`src/rtl/mips_instr_encoder_if.sv`:
```
// Operand-bundle input and encoded-word output stream of the MIPS instruction encoder.
// master = producer of operands / consumer of words (loader side); slave = encoder.
// Both directions use valid/ready handshakes.
interface mips_instr_encoder_if;
   logic        in_valid;
   logic        in_ready;
   logic [5:0]  op_id;
   logic [4:0]  rs;
   logic [4:0]  rt;
   logic [4:0]  rd;
   logic [4:0]  shamt;
   logic [15:0] imm;
   logic [25:0] target;
   logic        out_valid;
   logic        out_ready;
   logic [31:0] out_instr;
   logic [31:0] out_addr;

   modport master (
      output in_valid, op_id, rs, rt, rd, shamt, imm, target, out_ready,
      input  in_ready, out_valid, out_instr, out_addr
   );

   modport slave (
      input  in_valid, op_id, rs, rt, rd, shamt, imm, target, out_ready,
      output in_ready, out_valid, out_instr, out_addr
   );
endinterface

```
`src/rtl/mips_instr_encoder.sv`:
```
// Encodes mnemonic ID + operand fields into 32-bit MIPS words, queues them, streams them with byte addresses.
// Latency: one cycle from input accept to head of an empty queue; no combinational input->output path.
// Backpressure: in_ready = !full (no push-through on pop when full); ENC_COUNT_EN adds emit_count output.
module mips_instr_encoder #(
   parameter int          FIFO_DEPTH = 4,
   parameter logic [31:0] BASE_ADDR  = 32'h0000_3000
) (
   input  logic                 clk,
   input  logic                 rst_n,
   input  logic                 flush,
   mips_instr_encoder_if.slave  bus,
   output logic                 err_illegal,
   output logic [5:0]           err_op
`ifdef ENC_COUNT_EN
   ,
   output logic [31:0]          emit_count
`endif
);

   localparam int AW = (FIFO_DEPTH > 1) ? $clog2(FIFO_DEPTH) : 1;
   localparam int CW = AW + 1;

   logic [31:0]   mem [FIFO_DEPTH];
   logic [AW-1:0] wr_ptr;
   logic [AW-1:0] rd_ptr;
   logic [CW-1:0] count;
   logic [31:0]   addr_q;
   logic [31:0]   enc_word;
   logic          enc_legal;
   logic          full;
   logic          empty;
   logic          accept;
   logic          push;
   logic          pop;

   function automatic logic [31:0] r_fmt(input logic [4:0] s, input logic [4:0] t,
                                         input logic [4:0] d, input logic [4:0] sh,
                                         input logic [5:0] fn);
      return {6'd0, s, t, d, sh, fn};
   endfunction

   function automatic logic [31:0] i_fmt(input logic [5:0] op, input logic [4:0] s,
                                         input logic [4:0] t, input logic [15:0] im);
      return {op, s, t, im};
   endfunction

   assign full          = (count == CW'(FIFO_DEPTH));
   assign empty         = (count == '0);
   assign bus.in_ready  = !full;
   assign bus.out_valid = !empty;
   assign bus.out_instr = empty ? 32'h0 : mem[rd_ptr];
   assign bus.out_addr  = addr_q;

   assign accept = bus.in_valid && !full;
   assign push   = accept && enc_legal;
   assign pop    = !empty && bus.out_ready;

   // Map mnemonic ID to its encoding, zeroing every field the instruction does not use.
   always_comb begin
      enc_word  = 32'h0;
      enc_legal = 1'b1;
      case (bus.op_id)
         6'd0:  enc_word = 32'h0;                                             // NOP
         6'd1:  enc_word = r_fmt(5'd0,   bus.rt, bus.rd, bus.shamt, 6'd0);   // SLL
         6'd2:  enc_word = r_fmt(5'd0,   bus.rt, bus.rd, bus.shamt, 6'd2);   // SRL
         6'd3:  enc_word = r_fmt(5'd0,   bus.rt, bus.rd, bus.shamt, 6'd3);   // SRA
         6'd4:  enc_word = r_fmt(bus.rs, bus.rt, bus.rd, 5'd0, 6'd4);        // SLLV
         6'd5:  enc_word = r_fmt(bus.rs, bus.rt, bus.rd, 5'd0, 6'd6);        // SRLV
         6'd6:  enc_word = r_fmt(bus.rs, bus.rt, bus.rd, 5'd0, 6'd7);        // SRAV
         6'd7:  enc_word = r_fmt(bus.rs, 5'd0,   5'd0,   5'd0, 6'd8);        // JR
         6'd8:  enc_word = r_fmt(bus.rs, 5'd0,   bus.rd, 5'd0, 6'd9);        // JALR
         6'd9:  enc_word = r_fmt(bus.rs, bus.rt, bus.rd, 5'd0, 6'd32);       // ADD
         6'd10: enc_word = r_fmt(bus.rs, bus.rt, bus.rd, 5'd0, 6'd33);       // ADDU
         6'd11: enc_word = r_fmt(bus.rs, bus.rt, bus.rd, 5'd0, 6'd34);       // SUB
         6'd12: enc_word = r_fmt(bus.rs, bus.rt, bus.rd, 5'd0, 6'd35);       // SUBU
         6'd13: enc_word = r_fmt(bus.rs, bus.rt, bus.rd, 5'd0, 6'd36);       // AND
         6'd14: enc_word = r_fmt(bus.rs, bus.rt, bus.rd, 5'd0, 6'd37);       // OR
         6'd15: enc_word = r_fmt(bus.rs, bus.rt, bus.rd, 5'd0, 6'd38);       // XOR
         6'd16: enc_word = r_fmt(bus.rs, bus.rt, bus.rd, 5'd0, 6'd39);       // NOR
         6'd17: enc_word = r_fmt(bus.rs, bus.rt, bus.rd, 5'd0, 6'd42);       // SLT
         6'd18: enc_word = r_fmt(bus.rs, bus.rt, bus.rd, 5'd0, 6'd43);       // SLTU
         6'd19: enc_word = i_fmt(6'd1,  bus.rs, 5'd0,  bus.imm);             // BLTZ
         6'd20: enc_word = i_fmt(6'd1,  bus.rs, 5'd1,  bus.imm);             // BGEZ
         6'd21: enc_word = i_fmt(6'd1,  bus.rs, 5'd17, bus.imm);             // BGEZAL
         6'd22: enc_word = {6'd2, bus.target};                               // J
         6'd23: enc_word = {6'd3, bus.target};                               // JAL
         6'd24: enc_word = i_fmt(6'd4,  bus.rs, bus.rt, bus.imm);            // BEQ
         6'd25: enc_word = i_fmt(6'd5,  bus.rs, bus.rt, bus.imm);            // BNE
         6'd26: enc_word = i_fmt(6'd6,  bus.rs, 5'd0,   bus.imm);            // BLEZ
         6'd27: enc_word = i_fmt(6'd7,  bus.rs, 5'd0,   bus.imm);            // BGTZ
         6'd28: enc_word = i_fmt(6'd8,  bus.rs, bus.rt, bus.imm);            // ADDI
         6'd29: enc_word = i_fmt(6'd9,  bus.rs, bus.rt, bus.imm);            // ADDIU
         6'd30: enc_word = i_fmt(6'd10, bus.rs, bus.rt, bus.imm);            // SLTI
         6'd31: enc_word = i_fmt(6'd11, bus.rs, bus.rt, bus.imm);            // SLTIU
         6'd32: enc_word = i_fmt(6'd12, bus.rs, bus.rt, bus.imm);            // ANDI
         6'd33: enc_word = i_fmt(6'd13, bus.rs, bus.rt, bus.imm);            // ORI
         6'd34: enc_word = i_fmt(6'd14, bus.rs, bus.rt, bus.imm);            // XORI
         6'd35: enc_word = i_fmt(6'd15, 5'd0,   bus.rt, bus.imm);            // LUI
         6'd36: enc_word = i_fmt(6'd32, bus.rs, bus.rt, bus.imm);            // LB
         6'd37: enc_word = i_fmt(6'd33, bus.rs, bus.rt, bus.imm);            // LH
         6'd38: enc_word = i_fmt(6'd35, bus.rs, bus.rt, bus.imm);            // LW
         6'd39: enc_word = i_fmt(6'd36, bus.rs, bus.rt, bus.imm);            // LBU
         6'd40: enc_word = i_fmt(6'd37, bus.rs, bus.rt, bus.imm);            // LHU
         6'd41: enc_word = i_fmt(6'd40, bus.rs, bus.rt, bus.imm);            // SB
         6'd42: enc_word = i_fmt(6'd41, bus.rs, bus.rt, bus.imm);            // SH
         6'd43: enc_word = i_fmt(6'd43, bus.rs, bus.rt, bus.imm);            // SW
         default: enc_legal = 1'b0;
      endcase
   end

   // Queue storage; pointers are cleared on flush so stale entries are never read.
   always_ff @(posedge clk) begin
      if (push && !flush) begin
         mem[wr_ptr] <= enc_word;
      end
   end

   // Queue pointers, occupancy, head address and sticky illegal-op capture.
   always_ff @(posedge clk or negedge rst_n) begin
      if (!rst_n) begin
         wr_ptr      <= '0;
         rd_ptr      <= '0;
         count       <= '0;
         addr_q      <= BASE_ADDR;
         err_illegal <= 1'b0;
         err_op      <= 6'd0;
      end else if (flush) begin
         wr_ptr      <= '0;
         rd_ptr      <= '0;
         count       <= '0;
         addr_q      <= BASE_ADDR;
         err_illegal <= 1'b0;
         err_op      <= 6'd0;
      end else begin
         if (push) begin
            wr_ptr <= wr_ptr + 1'b1;
         end
         if (pop) begin
            rd_ptr <= rd_ptr + 1'b1;
            addr_q <= addr_q + 32'd4;
         end
         case ({push, pop})
            2'b10:   count <= count + 1'b1;
            2'b01:   count <= count - 1'b1;
            default: count <= count;
         endcase
         if (accept && !enc_legal) begin
            err_illegal <= 1'b1;
            if (!err_illegal) begin
               err_op <= bus.op_id;
            end
         end
      end
   end

`ifdef ENC_COUNT_EN
   // Saturating count of output handshakes since reset or flush.
   always_ff @(posedge clk or negedge rst_n) begin
      if (!rst_n) begin
         emit_count <= 32'h0;
      end else if (flush) begin
         emit_count <= 32'h0;
      end else if (pop && (emit_count != 32'hFFFF_FFFF)) begin
         emit_count <= emit_count + 32'd1;
      end
   end
`endif

endmodule

```
`src/flat_wrapper.sv`:
```
// flat-port wrapper written by rule: the top's interface ports become plain ports
module mips_instr_encoder_flat 
#(
   parameter int          FIFO_DEPTH = 4,
   parameter logic [31:0] BASE_ADDR  = 32'h0000_3000
)
  (clk, rst_n, flush, err_illegal, err_op, bus_in_valid, bus_op_id, bus_rs, bus_rt, bus_rd, bus_shamt, bus_imm, bus_target, bus_out_ready, bus_in_ready, bus_out_valid, bus_out_instr, bus_out_addr);
  mips_instr_encoder_if bus_i ();
  input  logic clk;
  input  logic rst_n;
  input  logic flush;
  output logic err_illegal;
  output logic [5:0] err_op;
  input wire logic [$bits(bus_i.in_valid)-1:0] bus_in_valid;
  input wire logic [$bits(bus_i.op_id)-1:0] bus_op_id;
  input wire logic [$bits(bus_i.rs)-1:0] bus_rs;
  input wire logic [$bits(bus_i.rt)-1:0] bus_rt;
  input wire logic [$bits(bus_i.rd)-1:0] bus_rd;
  input wire logic [$bits(bus_i.shamt)-1:0] bus_shamt;
  input wire logic [$bits(bus_i.imm)-1:0] bus_imm;
  input wire logic [$bits(bus_i.target)-1:0] bus_target;
  input wire logic [$bits(bus_i.out_ready)-1:0] bus_out_ready;
  output wire logic [$bits(bus_i.in_ready)-1:0] bus_in_ready;
  output wire logic [$bits(bus_i.out_valid)-1:0] bus_out_valid;
  output wire logic [$bits(bus_i.out_instr)-1:0] bus_out_instr;
  output wire logic [$bits(bus_i.out_addr)-1:0] bus_out_addr;
  assign bus_i.in_valid = bus_in_valid;
  assign bus_i.op_id = bus_op_id;
  assign bus_i.rs = bus_rs;
  assign bus_i.rt = bus_rt;
  assign bus_i.rd = bus_rd;
  assign bus_i.shamt = bus_shamt;
  assign bus_i.imm = bus_imm;
  assign bus_i.target = bus_target;
  assign bus_i.out_ready = bus_out_ready;
  assign bus_in_ready = bus_i.in_ready;
  assign bus_out_valid = bus_i.out_valid;
  assign bus_out_instr = bus_i.out_instr;
  assign bus_out_addr = bus_i.out_addr;
  mips_instr_encoder #(.FIFO_DEPTH(FIFO_DEPTH), .BASE_ADDR(BASE_ADDR)) u_core (.clk(clk), .rst_n(rst_n), .flush(flush), .bus(bus_i), .err_illegal(err_illegal), .err_op(err_op));
endmodule
```
`config.mk`:
```
export PLATFORM = sky130hd
export DESIGN_NAME = mips_instr_encoder_flat
export DESIGN_NICKNAME = d
export VERILOG_FILES = /design/src/rtl/mips_instr_encoder_if.sv /design/src/rtl/mips_instr_encoder.sv /design/src/flat_wrapper.sv
export SDC_FILE = /design/constraint.sdc
export NUM_CORES = 1
export LEC_CHECK = 0
export ABC_AREA = 1
export BUFFER_PORTS_ARGS = -buffer_cell sky130_fd_sc_hd__buf_2
export CORE_MARGIN = 10
export CORE_UTILIZATION = 61
export CTS_CLUSTER_SIZE = 40
export DETAILED_ROUTE_END_ITERATION = 6
export GPL_TIMING_DRIVEN = 0
export PLACE_DENSITY = 0.86
export SYNTH_ARGS = -nofsm -noshare
export SYNTH_HDL_FRONTEND = slang
export SYNTH_SLANG_ARGS = --single-unit
```
`constraint.sdc`:
```
create_clock -name clk -period 6.2 [get_ports clk]
set_input_delay 1.86 -clock clk [delete_from_list [all_inputs] [get_ports clk]]
set_output_delay 1.86 -clock clk [all_outputs]
set_load 0.02 [all_outputs]
```
==> results.txt <==
die span in x -> 137 um
drt wl/cell -> 18.2 um
cts bufs inserted -> 17
Sink Count -> 168
static leakage -> 4.29 nW
Initial Util -> 62.6%
Root Driver -> clkbuf_16
measured slew at the worst slew-check pin -> 1.02 ns
Worst path slowest cell -> clkbuf_1
vias in the first global route -> 7235
IO buf count -> 139
most common flop cell mapped by yosys -> edfxtp_1
Seq/Total Area, Yosys -> 58.0%
final setup fails -> 0
fin crit share -> 69.6%
RSZ-0062 raised after global routing -> false
routability cong. -> 0.970
EDFF count, synth -> 124
Post-CTS Setup Bufs -> 0
Worst Hold Class -> flop to flop
final global-route overflow total -> 0
Final Max Tran Viols -> 0
Gate Count Post-Synth -> 965
routed via count -> 7582
synth-to-layout area growth -> 19.8%
DR vias/cell -> 5.75
CP Capture Type -> primary output
Die ar. -> 18700 sq um
top cell type's share of synthesized area -> 44.7%
FF+latch count, synth -> 168
status -> finished clean
Avg Inst Size Synth -> 8.63 sq um
initial drt markers -> 851
Worst Path Required -> 4.34 ns
max-cap viol count -> 0
final hold vios -> 0
Post-CTS Hold Buffers -> 0
fmax -> 232 MHz
clk slew on worst S/H paths -> 0.07 ns
Distinct cells, synth -> 38
drt pass-1 iters -> 5
Synth Cell Area -> 8330 sq um
Max transition margin -> 32.1%
Crit Path Class -> flop to primary output
Synth area leader -> edfxtp_1
# nets final -> 1208
first-pass GRT wire length -> 36.9 mm
Syn. warnings -> 0
ratio of cells with drive above 1 in the final layout -> 17.9%
fillcell total -> 952
initial antenna violation count -> 1
Critical Path Max Stage Delay -> 0.46 ns
Placeable Area -> 13300 sq um
total power -> 3.41 mW
WP data arrival -> 2.45 ns
CTS tree -> built
Die Ht -> 137 um
final WL -> 24.0 mm
post-cts gate resize count -> 0
Crit path top cell by count -> clkbuf_1
CP Launch Type -> flop
CTS H-tree depth -> 4
largest net degree at the start of global routing -> 45
critical path, cell by cell -> clkbuf_1 > inv_1 > clkbuf_1 > o21ai_0 > a21oi_1 > buf_2
# DRC -> 0
setup tns final -> 0 ns
critical path fanouts, max -> 10
later-pin clock latency in the skew report -> 0.43 ns
Post-synth ARST share -> 26.2%
Clock Skews -> 0.00878 ns
fin crit period -> 4.31 ns
total track usage -> 25.3%
Ports -> 146
hpwl dp -> 16.7 mm
clk buf depth -> 2
Rows -> 42
top cells by area, synth -> edfxtp_1 45%, dfrtp_1 13%, nand2_1 11%
maximum VDD drop -> 0.252 mV
Pwr Density -> 341 nW/um^2
antenna-violating nets left -> 0
## routing by layer
layer | vias to the layer above | share of wire, % | routed length, um | track usage, %
met5 | - | 0 | 0 | 0
met1 | 3495 | 38 | 9180 | 32.4
met3 | 50 | 12 | 2770 | 6.20
met2 | 488 | 48 | 11400 | 40.1
li1 | 3549 | - | - | -
met4 | 0 | 2.5 | 588 | 11.4
## flip-flops by register name, indices dropped and copies added, names as in the netlist
name                 cells
u_core.bus.out_addr     30
u_core.count             3
u_core.err_illegal       1
u_core.err_op            6
u_core.mem             124
u_core.rd_ptr            2
u_core.wr_ptr            2
## layout make-up
| class | instances | area, sq um | share of cell area (%) |
|---|---|---|---|
| Tap cell | 176 | 220 | 2.21 |
| Clock buffer | 18 | 429 | 4.30 |
| Multi-Input combinational cell | 694 | 3120 | 31.2 |
| Inverter | 65 | 244 | 2.44 |
| Antenna cell | 1 | 2.50 | 0.0251 |
| Sequential cell | 168 | 4830 | 48.4 |
| Buffer | 40 | 178 | 1.78 |
| Clock inverter | 14 | 173 | 1.73 |
| Timing Repair Buffer | 143 | 791 | 7.92 |
## cell families (layout without fill, tap and decap cells)
| family | after synthesis | after routing | synth area share (%) |
|---|---|---|---|
| AO/OA/AOI/OAI | 153 | 153 | 9.86 |
| XOR/XNOR | 2 | 2 | 0.210 |
| adder cells (fa/ha/maj) | 6 | 6 | 0.992 |
| buffers and inverters | 105 | 280 | 5.06 |
| flip-flops | 168 | 168 | 58.0 |
| other | 1 | 4 | 0.0450 |
| AND/OR/NAND/NOR | 530 | 530 | 25.9 |
## final timing paths
path	from	endpoint	slack [ns]	cells after the start
worst max-delay path	u_core.rd_ptr[0]	bus_out_instr[26]	1.89	6
worst min-delay path	u_core.err_op[5]	u_core.err_op[5]	0.53	2
worst max register to register	u_core.count[1]	u_core.mem[2][22]	3.80	7
worst min register to register	u_core.err_op[5]	u_core.err_op[5]	0.53	2
max in group asynchronous	rst_n	u_core.err_op[3]	3.97	1
min in group asynchronous	rst_n	u_core.bus.out_addr[31]	1.60	1
## power by group
| group | switching [mW] | internal (mW) | total [mW] | leakage (nW) |
|---|---|---|---|---|
| Clock | 0.448 | 0.637 | 1.08 | 0.281 |
| Combinational | 0.752 | 0.269 | 1.02 | 2.26 |
| Sequential | 0.0272 | 1.27 | 1.30 | 1.75 |
| Total | 1.23 | 2.18 | 3.41 | 4.29 |
## metrics by stage
step	instances	worst slack [ns]	hold slack (ns)	util (%)	instance area (sq um)
final	1319	1.89	0.531	75.1	9980
after floorplan	967	1.96	0.504	-	8330
after detailed placement	1286	2.18	0.520	70.5	9380
after global placement	1282	0.601	0.507	69.6	9250
after global routing	1319	1.66	0.564	75.1	9980
after CTS	1318	1.92	0.535	75.0	9980
## Yosys cell counts, types with 2 or more instances
| cell | count |
|---|---|
| xor2_1 | 2 |
| nand2_1 | 245 |
| edfxtp_1 | 124 |
| ha_1 | 5 |
| nand3_1 | 47 |
| o211ai_1 | 5 |
| buf_1 | 2 |
| o21ai_0 | 86 |
| dfrtp_1 | 42 |
| o31ai_1 | 2 |
| nor3_1 | 3 |
| o21bai_1 | 2 |
| inv_2 | 6 |
| nand4_1 | 22 |
| buf_4 | 3 |
| a31oi_1 | 2 |
| nand2_2 | 2 |
| a21oi_1 | 47 |
| clkbuf_1 | 27 |
| a22oi_1 | 4 |
| inv_1 | 58 |
| dfstp_2 | 2 |
| nor2_1 | 203 |
| nor2_2 | 3 |
| o21a_1 | 2 |
| buf_2 | 7 |
## placed cells by master, fill, tap and decap left out, types with 4 or more instances in the layout
| master | count |
|---|---|
| clkinvlp_4 | 4 |
| nor2_1 | 199 |
| nand4_1 | 22 |
| nand3_1 | 47 |
| a21oi_1 | 47 |
| nand2_1 | 245 |
| dfrtp_1 | 42 |
| o211ai_1 | 5 |
| a22oi_1 | 4 |
| o21ai_0 | 86 |
| edfxtp_1 | 124 |
| clkbuf_1 | 28 |
| ha_1 | 5 |
| inv_2 | 6 |
| nor2_4 | 5 |
| inv_1 | 58 |
| buf_2 | 146 |
| clkbuf_16 | 17 |
## critical path, delay by kind of cell, from the launching register on
kind                   cells  cell delay [ns]
AO/OA/AOI/OAI              2             0.47
flip-flops                 1             0.36
buffers and inverters      4             1.20
No activity file was read; power rests on OpenSTA's default activity.
